==> src/rtl/reg_wb_arbiter_pkg.sv <==
// rtl/reg_wb_arbiter_pkg.sv - shared types and constants for the writeback arbiter
package reg_wb_arbiter_pkg;

    localparam int REG_ADDR_W = 4;
    localparam int REG_DATA_W = 16;

    localparam logic [REG_ADDR_W-1:0] REG14_ADDR = 4'd14;
    localparam logic [REG_ADDR_W-1:0] REG0_ADDR  = 4'd0;

    typedef enum logic {
        NORMAL = 1'b0,
        FORCE  = 1'b1
    } arb_state_t;

endpackage

==> src/rtl/reg_wb_arbiter_wb_out_reg.sv <==
// rtl/reg_wb_arbiter_wb_out_reg.sv - registered register-file write-port stage
module wb_out_reg #(
    parameter int AW = 4,
    parameter int DW = 16
) (
    input  logic          clk,
    input  logic          rst_n,
    input  logic          en_i,
    input  logic [AW-1:0] addr_i,
    input  logic [DW-1:0] data_i,
    output logic          we_o,
    output logic [AW-1:0] addr_o,
    output logic [DW-1:0] data_o
);

    logic          we_q;
    logic [AW-1:0] addr_q;
    logic [DW-1:0] data_q;

    // Address/data hold their last written values between writes
    always_ff @(posedge clk or negedge rst_n) begin
        if (!rst_n) begin
            we_q   <= 1'b0;
            addr_q <= '0;
            data_q <= '0;
        end else begin
            we_q <= en_i;
            if (en_i) begin
                addr_q <= addr_i;
                data_q <= data_i;
            end
        end
    end

    assign we_o   = we_q;
    assign addr_o = addr_q;
    assign data_o = data_q;

endmodule

==> src/rtl/reg_wb_arbiter.sv <==
// rtl/reg_wb_arbiter.sv - ALU/load arbiter for the general write port plus R14 multiply port
module reg_wb_arbiter
    import reg_wb_arbiter_pkg::*;
#(
    parameter int STARVE_LIMIT = 4,
    parameter int CNT_W        = 4
) (
    input  logic                  clk,
    input  logic                  rst,
    input  logic                  alu_valid,
    output logic                  alu_ready,
    input  logic [REG_ADDR_W-1:0] alu_addr,
    input  logic [REG_DATA_W-1:0] alu_data,
    input  logic                  ld_valid,
    output logic                  ld_ready,
    input  logic [REG_ADDR_W-1:0] ld_addr,
    input  logic [REG_DATA_W-1:0] ld_data,
    input  logic                  m14_valid,
    output logic                  m14_ready,
    input  logic [REG_DATA_W-1:0] m14_data,
    output logic                  reg_we,
    output logic [REG_ADDR_W-1:0] w_addr,
    output logic [REG_DATA_W-1:0] w_data,
    output logic                  reg14_we,
    output logic [REG_DATA_W-1:0] w_reg14,
    output logic                  force_active
);

    localparam logic [CNT_W-1:0] CNT_LAST = CNT_W'(STARVE_LIMIT - 1);

    arb_state_t             state_q;
    logic [CNT_W-1:0]       cnt_q;
    logic                   alu_xfer;
    logic                   ld_xfer;
    logic                   gen_xfer;
    logic                   ld_blocked;
    logic                   m14_xfer;
    logic [REG_ADDR_W-1:0]  gen_addr;
    logic [REG_DATA_W-1:0]  gen_data;
    logic [REG_ADDR_W-1:0]  r14_addr_unused;

    always_comb begin
        alu_ready = 1'b0;
        ld_ready  = 1'b0;
        if (rst) begin
            if (state_q == NORMAL) begin
                alu_ready = 1'b1;
                ld_ready  = ~alu_valid;
            end else begin
                ld_ready  = 1'b1;
                alu_ready = ~ld_valid;
            end
        end
    end

    assign alu_xfer   = alu_valid & alu_ready;
    assign ld_xfer    = ld_valid & ld_ready;
    assign gen_xfer   = alu_xfer | ld_xfer;
    assign ld_blocked = ld_valid & ~ld_ready;
    assign gen_addr   = alu_xfer ? alu_addr : ld_addr;
    assign gen_data   = alu_xfer ? alu_data : ld_data;

    // A general write to R14 takes priority; the multiply retries next cycle
    assign m14_ready = rst & ~(gen_xfer & (gen_addr == REG14_ADDR));
    assign m14_xfer  = m14_valid & m14_ready;

    always_ff @(posedge clk or negedge rst) begin
        if (!rst) begin
            state_q <= NORMAL;
            cnt_q   <= '0;
        end else begin
            case (state_q)
                NORMAL: begin
                    if (ld_blocked) begin
                        if (cnt_q == CNT_LAST) begin
                            state_q <= FORCE;
                            cnt_q   <= '0;
                        end else begin
                            cnt_q <= cnt_q + 1'b1;
                        end
                    end else begin
                        cnt_q <= '0;
                    end
                end
                FORCE: begin
                    cnt_q <= '0;
                    if (ld_xfer || !ld_valid) begin
                        state_q <= NORMAL;
                    end
                end
                default: begin
                    state_q <= NORMAL;
                    cnt_q   <= '0;
                end
            endcase
        end
    end

    assign force_active = (state_q == FORCE);

    wb_out_reg #(
        .AW(REG_ADDR_W),
        .DW(REG_DATA_W)
    ) u_gen_port (
        .clk    (clk),
        .rst_n  (rst),
        .en_i   (gen_xfer && (gen_addr != REG0_ADDR)),
        .addr_i (gen_addr),
        .data_i (gen_data),
        .we_o   (reg_we),
        .addr_o (w_addr),
        .data_o (w_data)
    );

    wb_out_reg #(
        .AW(REG_ADDR_W),
        .DW(REG_DATA_W)
    ) u_r14_port (
        .clk    (clk),
        .rst_n  (rst),
        .en_i   (m14_xfer),
        .addr_i (REG14_ADDR),
        .data_i (m14_data),
        .we_o   (reg14_we),
        .addr_o (r14_addr_unused),
        .data_o (w_reg14)
    );

endmodule

==> config.mk <==
export PLATFORM = sky130hd
export DESIGN_NAME = reg_wb_arbiter
export DESIGN_NICKNAME = d
export VERILOG_FILES = /design/src/rtl/reg_wb_arbiter_pkg.sv /design/src/rtl/reg_wb_arbiter_wb_out_reg.sv /design/src/rtl/reg_wb_arbiter.sv
export SDC_FILE = /design/constraint.sdc
export NUM_CORES = 1
export LEC_CHECK = 0
export BUFFER_PORTS_ARGS = -buffer_cell sky130_fd_sc_hd__buf_2
export CAP_MARGIN = 20
export CORE_MARGIN = 2
export CORE_UTILIZATION = 30
export DETAILED_ROUTE_END_ITERATION = 7
export SETUP_SLACK_MARGIN = 0.3
export SLEW_MARGIN = 20
export SYNTH_ARGS = -nofsm -noshare
export SYNTH_HDL_FRONTEND = slang
export SYNTH_SLANG_ARGS = --single-unit
==> constraint.sdc <==
create_clock -name clk -period 5.3 [get_ports clk]
set_clock_uncertainty 0.05 [all_clocks]
set_input_delay 1.06 -clock clk [delete_from_list [all_inputs] [get_ports clk]]
set_output_delay 1.06 -clock clk [all_outputs]
set_load 0.005 [all_outputs]
==> impl_metrics.yaml, run 1 <==
clocking:
  cts_made_buffers: 5
  tritoncts: "yes"
  hold_buffers: 0
  htreeDepth: 2
  insertion_delay_ns: 0.29
  clockBufferDepth: 2
  cts_setup_buffers: 0
  cts-resized-gates: 0
  clkTransAtPathRegs_ns: 0.08
  cts_root_buf: "clkbuf_8"
  cts_sinks: 43
final_layout:
  fillers: 809
  layout-drive-gt1-share_pct: 39.6
  n_antenna_cell: 0
  fin_util_pct: 39.0
  areaGrowthSynthToFinish_pct: 25.2
  nets: 389
synth:
  syn_nets: 302
  synth_most_common_cell: "dfrtp_1"
  ys_ff_latch: 43
  syn_area_per_cell_um2: 10.1
  syn-instance-count: 240
  ys.flop_type: "dfrtp_1"
  yosysUniqueCellTypes: 37
  synth_edf_count: 0
  synthDominantCellAreaShare_pct: 44.2
  mappedNetlistArea_mm2: 0.00243
  yosysSeqAreaShare_pct: 44.2
  async_flop_share_pct: 100
  synthTopCellsByArea: "dfrtp_1 (44%), a31oi_1 (8.7%), mux2i_1 (7.4%)"
  yosysWarnings: 0
  yosysTopAreaCell: "dfrtp_1"
  synth_common_cells: "dfrtp_1 (43), a31oi_1 (34), nand2_1 (19)"
die:
  dieArea_mm2: 0.00885
  fp.dieH_um: 94.1
  coreArea_mm2: 0.00781
  rows: 32
  initial_core_util_pct: 31.2
  die_x_um: 94.1
  num_io_pins: 103
timing:
  tightest_slew_ns: 0.899
  finalSetupTns_ns: 0
  fmax_ghz: 0.256
  hold_viol_final: 0
  period_share_pct: 73.8
  setup_viol: 0
  rsz0062_at_grt: "false"
  relSlewSlack_pct: 40.1
  post-route-min-period_ns: 3.91
  drv_slew: 0
pwr:
  p_leak_uw: 0.00140
  p_sw_uw: 260
  power_switching_share_pct: 30.1
  combinationalPowerShare_pct: 26.0
  p_per_area_mw_per_mm2: 284
  power.share.clock_pct: 26.6
  vdd_ir_drop_max_mv: 0.111
  p_total_uw: 864
  internal_power_uw: 604
  seqPwrFrac_pct: 47.4
route:
  vias: 2225
  met3_length_um: 383
  drt_iter0_drc: 100
  antenna_left: 0
  drt_wl_total_um: 6410
  wl_met2_um: 2920
  detail_route.wl_per_cell_um: 14.9
  vias_per_cell: 5.17
  drtPass1Iterations: 4
  post-route-drc-count: 0
  m1WireLength_um: 3040
  top_layer: "met4"
global_routing:
  grt_pass1_wl_um: 10300
  grt_pass1_vias: 2090
  antenna_found_initial: 0
  grt_usage_pct: 14.5
  grt_max_degree: 72
  grt_overflow: 0
worst_setup_path:
  critPathMaxFanout: 18
  worstSetupPathType: "in2out"
  setup.worst_path.start_class: "primary input"
  worstPathArrival_ns: 2.80
  cp-end-kind: "primary output"
  reg2regPathDepth: 4
  cp.required_ns: 4.19
run:
  drv_cap: 0
min_path:
  whs_path_depth: 1
  worstHoldPathType: "reg2reg"
placement:
  portBuffers: 102
  dpl.hpwl_um: 4420
  gp_congestion: 0.728
run_status:
  outcome: "finished, final reports clean"
-- metal layers --
layer | vias up | track usage (%)
li1 | 1096 | -
met2 | 77 | 22.9
met5 | - | 0
met3 | 6 | 3.05
met1 | 1046 | 20.1
met4 | 0 | 3.74
-- logic make-up after synthesis --
family,count (synthesis),synth area share (%)
flops,43,44.2
simple gates,52,11.6
compound gates,96,28.8
fa+ha+maj,1,0.514
buf+inv,28,6.73
mux,18,7.40
xor+xnor,2,0.720
-- power groups by stage --
stage	Combinational (µW)	Clock [µW]	Sequential, µW
2_1_floorplan	125	0	419
3_3_place_gp	223	0	416
3_5_place_dp	228	0	417
4_1_cts	229	241	410
5_1_grt	252	252	418
6_report	225	230	410
-- placed cells by master, fill, tap and decap left out, types with 2 or more instances in the layout --
cell,Yosys,layout
a21boi_0,16,16
a21oi_1,8,8
a21oi_2,12,12
a31oi_1,34,34
buf_2,5,101
buf_4,2,4
clkbuf_8,0,7
dfrtp_1,43,43
inv_1,3,3
mux2i_1,18,18
nand2_1,19,19
nand3_1,2,2
nand4_1,16,16
nor2_1,5,5
o211ai_1,16,16
o21a_1,2,2
or4_1,2,2
-- stage by stage --
stage | cell area (µm²) | cells | hold slack (ns) | setup slack (ns)
after floorplan | 2430 | 240 | 0.381 | 1.95
after global placement | 2950 | 422 | 0.396 | 1.43
after CTS | 3050 | 430 | 0.418 | 1.37
after global routing | 3050 | 430 | 0.451 | 1.28
after detailed placement | 2950 | 422 | 0.407 | 1.38
final | 3050 | 430 | 0.420 | 1.39
-- state kept, by name, indices dropped and copies added, names as in the netlist --
signal             count
u_r14_port.data_o     16
cnt_q                  4
u_gen_port.we_o        1
u_r14_port.we_o        1
force_active           1
u_gen_port.data_o     16
u_gen_port.addr_o      4
-- worst max-delay path, stage by stage --
cell      delay [ns]
buf_2           0.16
a21boi_4        0.29
a21o_1          0.17
buf_4           0.22
and2_1          0.61
o21a_1          0.18
buf_2           0.11
-- layout make-up --
type,instances,area (µm²),area share (%)
Multi-Input combinational cell,169,1200,39.3
Clock buffer,8,100,3.28
Timing Repair Buffer,105,536,17.6
Inverter,3,11.3,0.369
Tap cell,102,128,4.19
Sequential cell,43,1080,35.3
-- path summary, 6_finish.rpt --
check,startpoint,end,slack [ns]
worst max-delay path,ld_valid,m14_ready,1.39
worst min-delay path,cnt_q[0]$_DFF_PN0_,cnt_q[0]$_DFF_PN0_,0.42
worst max register to register,force_active$_DFF_PN0_,u_gen_port.addr_o[3]$_DFFE_PN0P_,3.09
worst min register to register,cnt_q[0]$_DFF_PN0_,cnt_q[0]$_DFF_PN0_,0.42
max in group asynchronous,rst,u_r14_port.data_o[2]$_DFFE_PN0P_,3.42
min in group asynchronous,rst,force_active$_DFF_PN0_,0.65
Power figures use the tool's default switching activity.
==> run 2: changes to the inputs <==
==> constraint.sdc (replaced) <==
create_clock -name clk -period 3.9 [get_ports clk]
set_clock_uncertainty 0.05 [all_clocks]
set_input_delay 0.78 -clock clk [delete_from_list [all_inputs] [get_ports clk]]
set_output_delay 0.78 -clock clk [all_outputs]
set_load 0.005 [all_outputs]
==> impl_metrics.yaml, run 2 (synthesized netlist as in run 1, its figures left out) <==
worst_setup_path:
  cp.required_ns: 3.07
  timing.rr.end: "u_gen_port.addr_o[3]$_DFFE_PN0P_"
  worstPathArrival_ns: 2.29
  worstSetupPathType: "in2out"
  setup.worst_path.start_class: "primary input"
  max_stage_delay_ns: 0.59
  cp-end-kind: "primary output"
  r2r_start: "force_active$_DFF_PN0_"
  rrSetupSlack_ns: 1.75
  cpLargestDelayFamily: "compound AO/OA/AOI/OAI gates"
  critPathMaxFanout: 18
  crit_buf_inv: 2
  cp_slowest_cell: "and2_1"
  cpMostUsedCell: "buf_2"
  path_cells: "buf_2 > a21boi_4 > a21o_1 > and2_1 > o21a_1 > buf_2"
  reg2regPathDepth: 4
die:
  initial_core_util_pct: 31.2
  fp.dieH_um: 94.1
  die_x_um: 94.1
  num_io_pins: 103
  rows: 32
  dieArea_mm2: 0.00885
  coreArea_mm2: 0.00781
clocking:
  htreeDepth: 2
  cts_made_buffers: 5
  cts_setup_buffers: 0
  cts_root_buf: "clkbuf_8"
  cts_sinks: 43
  clkTransAtPathRegs_ns: 0.08
  hold_buffers: 0
  insertion_delay_ns: 0.29
  tritoncts: "yes"
  cts-resized-gates: 0
  clockBufferDepth: 2
pwr:
  vdd_ir_drop_max_mv: 0.180
  p_per_area_mw_per_mm2: 382
  p_leak_uw: 0.00141
route:
  vias_per_cell: 5.16
  antenna_left: 0
  detail_route.wl_per_cell_um: 14.4
  vias: 2236
  drt_wl_total_um: 6220
  post-route-drc-count: 0
  drtPass1Iterations: 4
  drt_iter0_drc: 86
final_layout:
  mostFrequentLayoutCell: "buf_2"
  areaGrowthSynthToFinish_pct: 26.1
  nets: 392
  n_antenna_cell: 0
  fillers: 799
  multi_input_area_mm2: 0.00120
  regArea_mm2: 0.00108
  layout-drive-gt1-share_pct: 39.9
  mostFrequentLayoutCells: "buf_2 (101), dfrtp_1 (43), a31oi_1 (34)"
placement:
  dpl.hpwl_um: 4370
  gp_congestion: 0.764
  portBuffers: 102
global_routing:
  grt_pass1_wl_um: 10200
  grt_overflow: 0
  grt_max_degree: 61
  antenna_found_initial: 0
  grt_pass1_vias: 2088
  grt_usage_pct: 14.3
timing:
  tightest_slew_ns: 0.906
  rsz0062_at_grt: "false"
  drv_slew: 0
  finalSetupTns_ns: 0
  relSlewSlack_pct: 39.6
  post-route-min-period_ns: 3.12
  setup_viol: 0
  fmax_ghz: 0.321
  hold_viol_final: 0
  holdWs_ns: 0.413
  period_share_pct: 80.0
min_path:
  worstHoldPathType: "reg2reg"
  holdPathEnd: "cnt_q[0]$_DFF_PN0_"
  hold_start: "cnt_q[0]$_DFF_PN0_"
  whs_path_depth: 1
run:
  drv_cap: 0
run_status:
  outcome: "finished, final reports clean"
==> run 2: worst max-delay path by stage <==
stage | startpoint | endpoint | slack, ns | cells past startpoint
floorplan | ld_valid | m14_ready | 1.11 | 7
global placement | ld_valid | m14_ready | 0.79 | 6
detailed placement | ld_valid | m14_ready | 0.80 | 6
CTS | ld_valid | m14_ready | 0.76 | 6
global route | ld_valid | m14_ready | 0.65 | 6
finish | ld_valid | m14_ready | 0.78 | 6
==> run 2: per-stage QoR <==
step	instance area, µm²	util [%]	std cells	setup slack [ns]	total power [µW]
detailed placement	2970	38.0	425	0.795	875
floorplan	2430	-	240	1.11	739
finish	3070	39.3	433	0.781	1170
global placement	2970	38.0	425	0.787	867
CTS	3070	39.3	433	0.756	1190
global route	3070	39.3	433	0.652	1250
==> run 2: cell type report <==
cell class                      count  area share [%]
Multi-Input combinational cell    169            39.0
Sequential cell                    43            35.1
Timing Repair Buffer              108            18.2
Tap cell                          102            4.16
Clock buffer                        8            3.26
Inverter                            3           0.367
==> run 2: power by group <==
| part | switching, µW | leakage, µW | internal, µW | total, µW |
|---|---|---|---|---|
| clock network | 149 | 0.0000515 | 162 | 310 |
| registers | 45.6 | 0.000504 | 513 | 558 |
| logic | 156 | 0.000854 | 148 | 304 |
| total | 350 | 0.00141 | 822 | 1170 |
==> run 2: per-layer routing <==
layer | vias up | track usage (%) | wire [µm]
li1 | 1101 | - | -
met1 | 1059 | 19.9 | 2990
met2 | 69 | 22.7 | 2860
met3 | 7 | 2.65 | 304
met4 | 0 | 4.23 | 63
met5 | - | 0 | 0
==> run 3: changes to the inputs <==
==> constraint.sdc (replaced) <==
create_clock -name clk -period 2.73 [get_ports clk]
set_clock_uncertainty 0.05 [all_clocks]
set_input_delay 0.546 -clock clk [delete_from_list [all_inputs] [get_ports clk]]
set_output_delay 0.546 -clock clk [all_outputs]
set_load 0.005 [all_outputs]
==> impl_metrics.yaml, run 3 (synthesized netlist as in run 1, its figures left out) <==
die:
  fp.dieH_um: 94.1
  dieArea_mm2: 0.00885
  rows: 32
  initial_core_util_pct: 31.2
  coreArea_mm2: 0.00781
  die_x_um: 94.1
  num_io_pins: 103
run_status:
  outcome: "finished, final reports clean"
route:
  drt_iter0_drc: 80
  antenna_left: 0
  drtPass1Iterations: 5
  post-route-drc-count: 0
  met3_length_um: 507
  m1WireLength_um: 2890
  detail_route.wl_per_cell_um: 14.9
  wl_met2_um: 3040
  top_layer: "met4"
  vias_per_cell: 5.25
  drt_wl_total_um: 6480
  vias: 2288
timing:
  fmax_ghz: 0.440
  holdWs_ns: 0.0778
  setup_viol: 0
  drv_slew: 0
  finalSetupTns_ns: 0
  tightest_slew_ns: 0.878
  rsz0062_at_grt: "false"
  post-route-min-period_ns: 2.27
  relSlewSlack_pct: 41.4
  hold_viol_final: 0
  period_share_pct: 83.2
worst_setup_path:
  critPathMaxFanout: 7
  max_stage_delay_ns: 0.47
  worstPathArrival_ns: 1.68
  reg2regPathDepth: 4
  crit_buf_inv: 1
  cp.depth: 5
  crit_start: "force_active$_DFF_PN0_"
  worstSetupPathType: "reg2out"
  cp_slowest_cell: "dfrtp_1"
  cp-end-kind: "primary output"
  cp.required_ns: 2.13
  cpLargestDelayFamily: "flip-flops"
  r2r_start: "force_active$_DFF_PN0_"
  setup.worst_path.start_class: "register"
  path_cells: "a21boi_4 > nand4_4 > and2_1 > o21a_1 > buf_2"
clocking:
  cts_sinks: 43
  cts_setup_buffers: 0
  cts_root_buf: "clkbuf_8"
  clockBufferDepth: 2
  clkTransAtPathRegs_ns: 0.08
  tritoncts: "yes"
  cts-resized-gates: 0
  htreeDepth: 2
  cts_made_buffers: 5
  insertion_delay_ns: 0.29
  hold_buffers: 0
global_routing:
  grt_pass1_vias: 2157
  grt_overflow: 0
  antenna_found_initial: 0
  grt_usage_pct: 14.6
  grt_max_degree: 51
  grt_pass1_wl_um: 10400
final_layout:
  areaGrowthSynthToFinish_pct: 27.0
  mostFrequentLayoutCells: "buf_2 (101), dfrtp_1 (43), a31oi_1 (34)"
  mostFrequentLayoutCell: "buf_2"
  layout-drive-gt1-share_pct: 40.4
  nets: 395
  n_antenna_cell: 0
placement:
  portBuffers: 102
  gp_congestion: 0.740
  dpl.hpwl_um: 4520
pwr:
  p_leak_uw: 0.00142
  p_per_area_mw_per_mm2: 543
  vdd_ir_drop_max_mv: 0.221
run:
  drv_cap: 0
min_path:
  worstHoldPathType: "in2async"
-- run 3: final cells by class --
type | count | area (µm²)
flip-flops and latches | 43 | 1080
repair buffers | 111 | 581
fillers | 809 | 4720
well taps | 102 | 128
clock buffers | 8 | 100
inverters | 3 | 11.3
multi-input cells | 169 | 1200
-- run 3: metrics by stage --
stage / cell area, µm² / total power, µW / utilization, % / instances / setup slack, ns
3_5_place_dp: 2990 / 1260 / 38.3 / 428 / 0.322
5_1_grt: 3090 / 1800 / 39.6 / 436 / 0.375
2_1_floorplan: 2430 / 1060 / - / 240 / 0.404
6_report: 3090 / 1680 / 39.6 / 436 / 0.457
3_3_place_gp: 2990 / 1240 / 38.3 / 428 / 0.390
4_1_cts: 3090 / 1700 / 39.6 / 436 / 0.437
-- run 3: final timing paths --
kind | to | slack [ns]
setup / recovery | m14_ready | 0.46
hold / removal | cnt_q[2]$_DFF_PN0_ | 0.08
setup reg to reg | u_gen_port.addr_o[3]$_DFFE_PN0P_ | 0.58
hold reg to reg | cnt_q[0]$_DFF_PN0_ | 0.41
max in group asynchronous | u_gen_port.data_o[12]$_DFFE_PN0P_ | 1.73
min in group clk | cnt_q[0]$_DFF_PN0_ | 0.41
-- run 3: per-layer routing --
metal / GRT usage, % / vias up
li1: - / 1103
met1: 19.1 / 1110
met2: 23.6 / 71
met3: 4.01 / 4
met4: 3.99 / 0
met5: 0 / -
-- run 3: report_power, final --
group,internal [µW],leakage [µW],switching [µW]
clock network,231,0.0000515,211
logic,214,0.000869,225
registers,732,0.000504,64.1
total,1180,0.00142,501
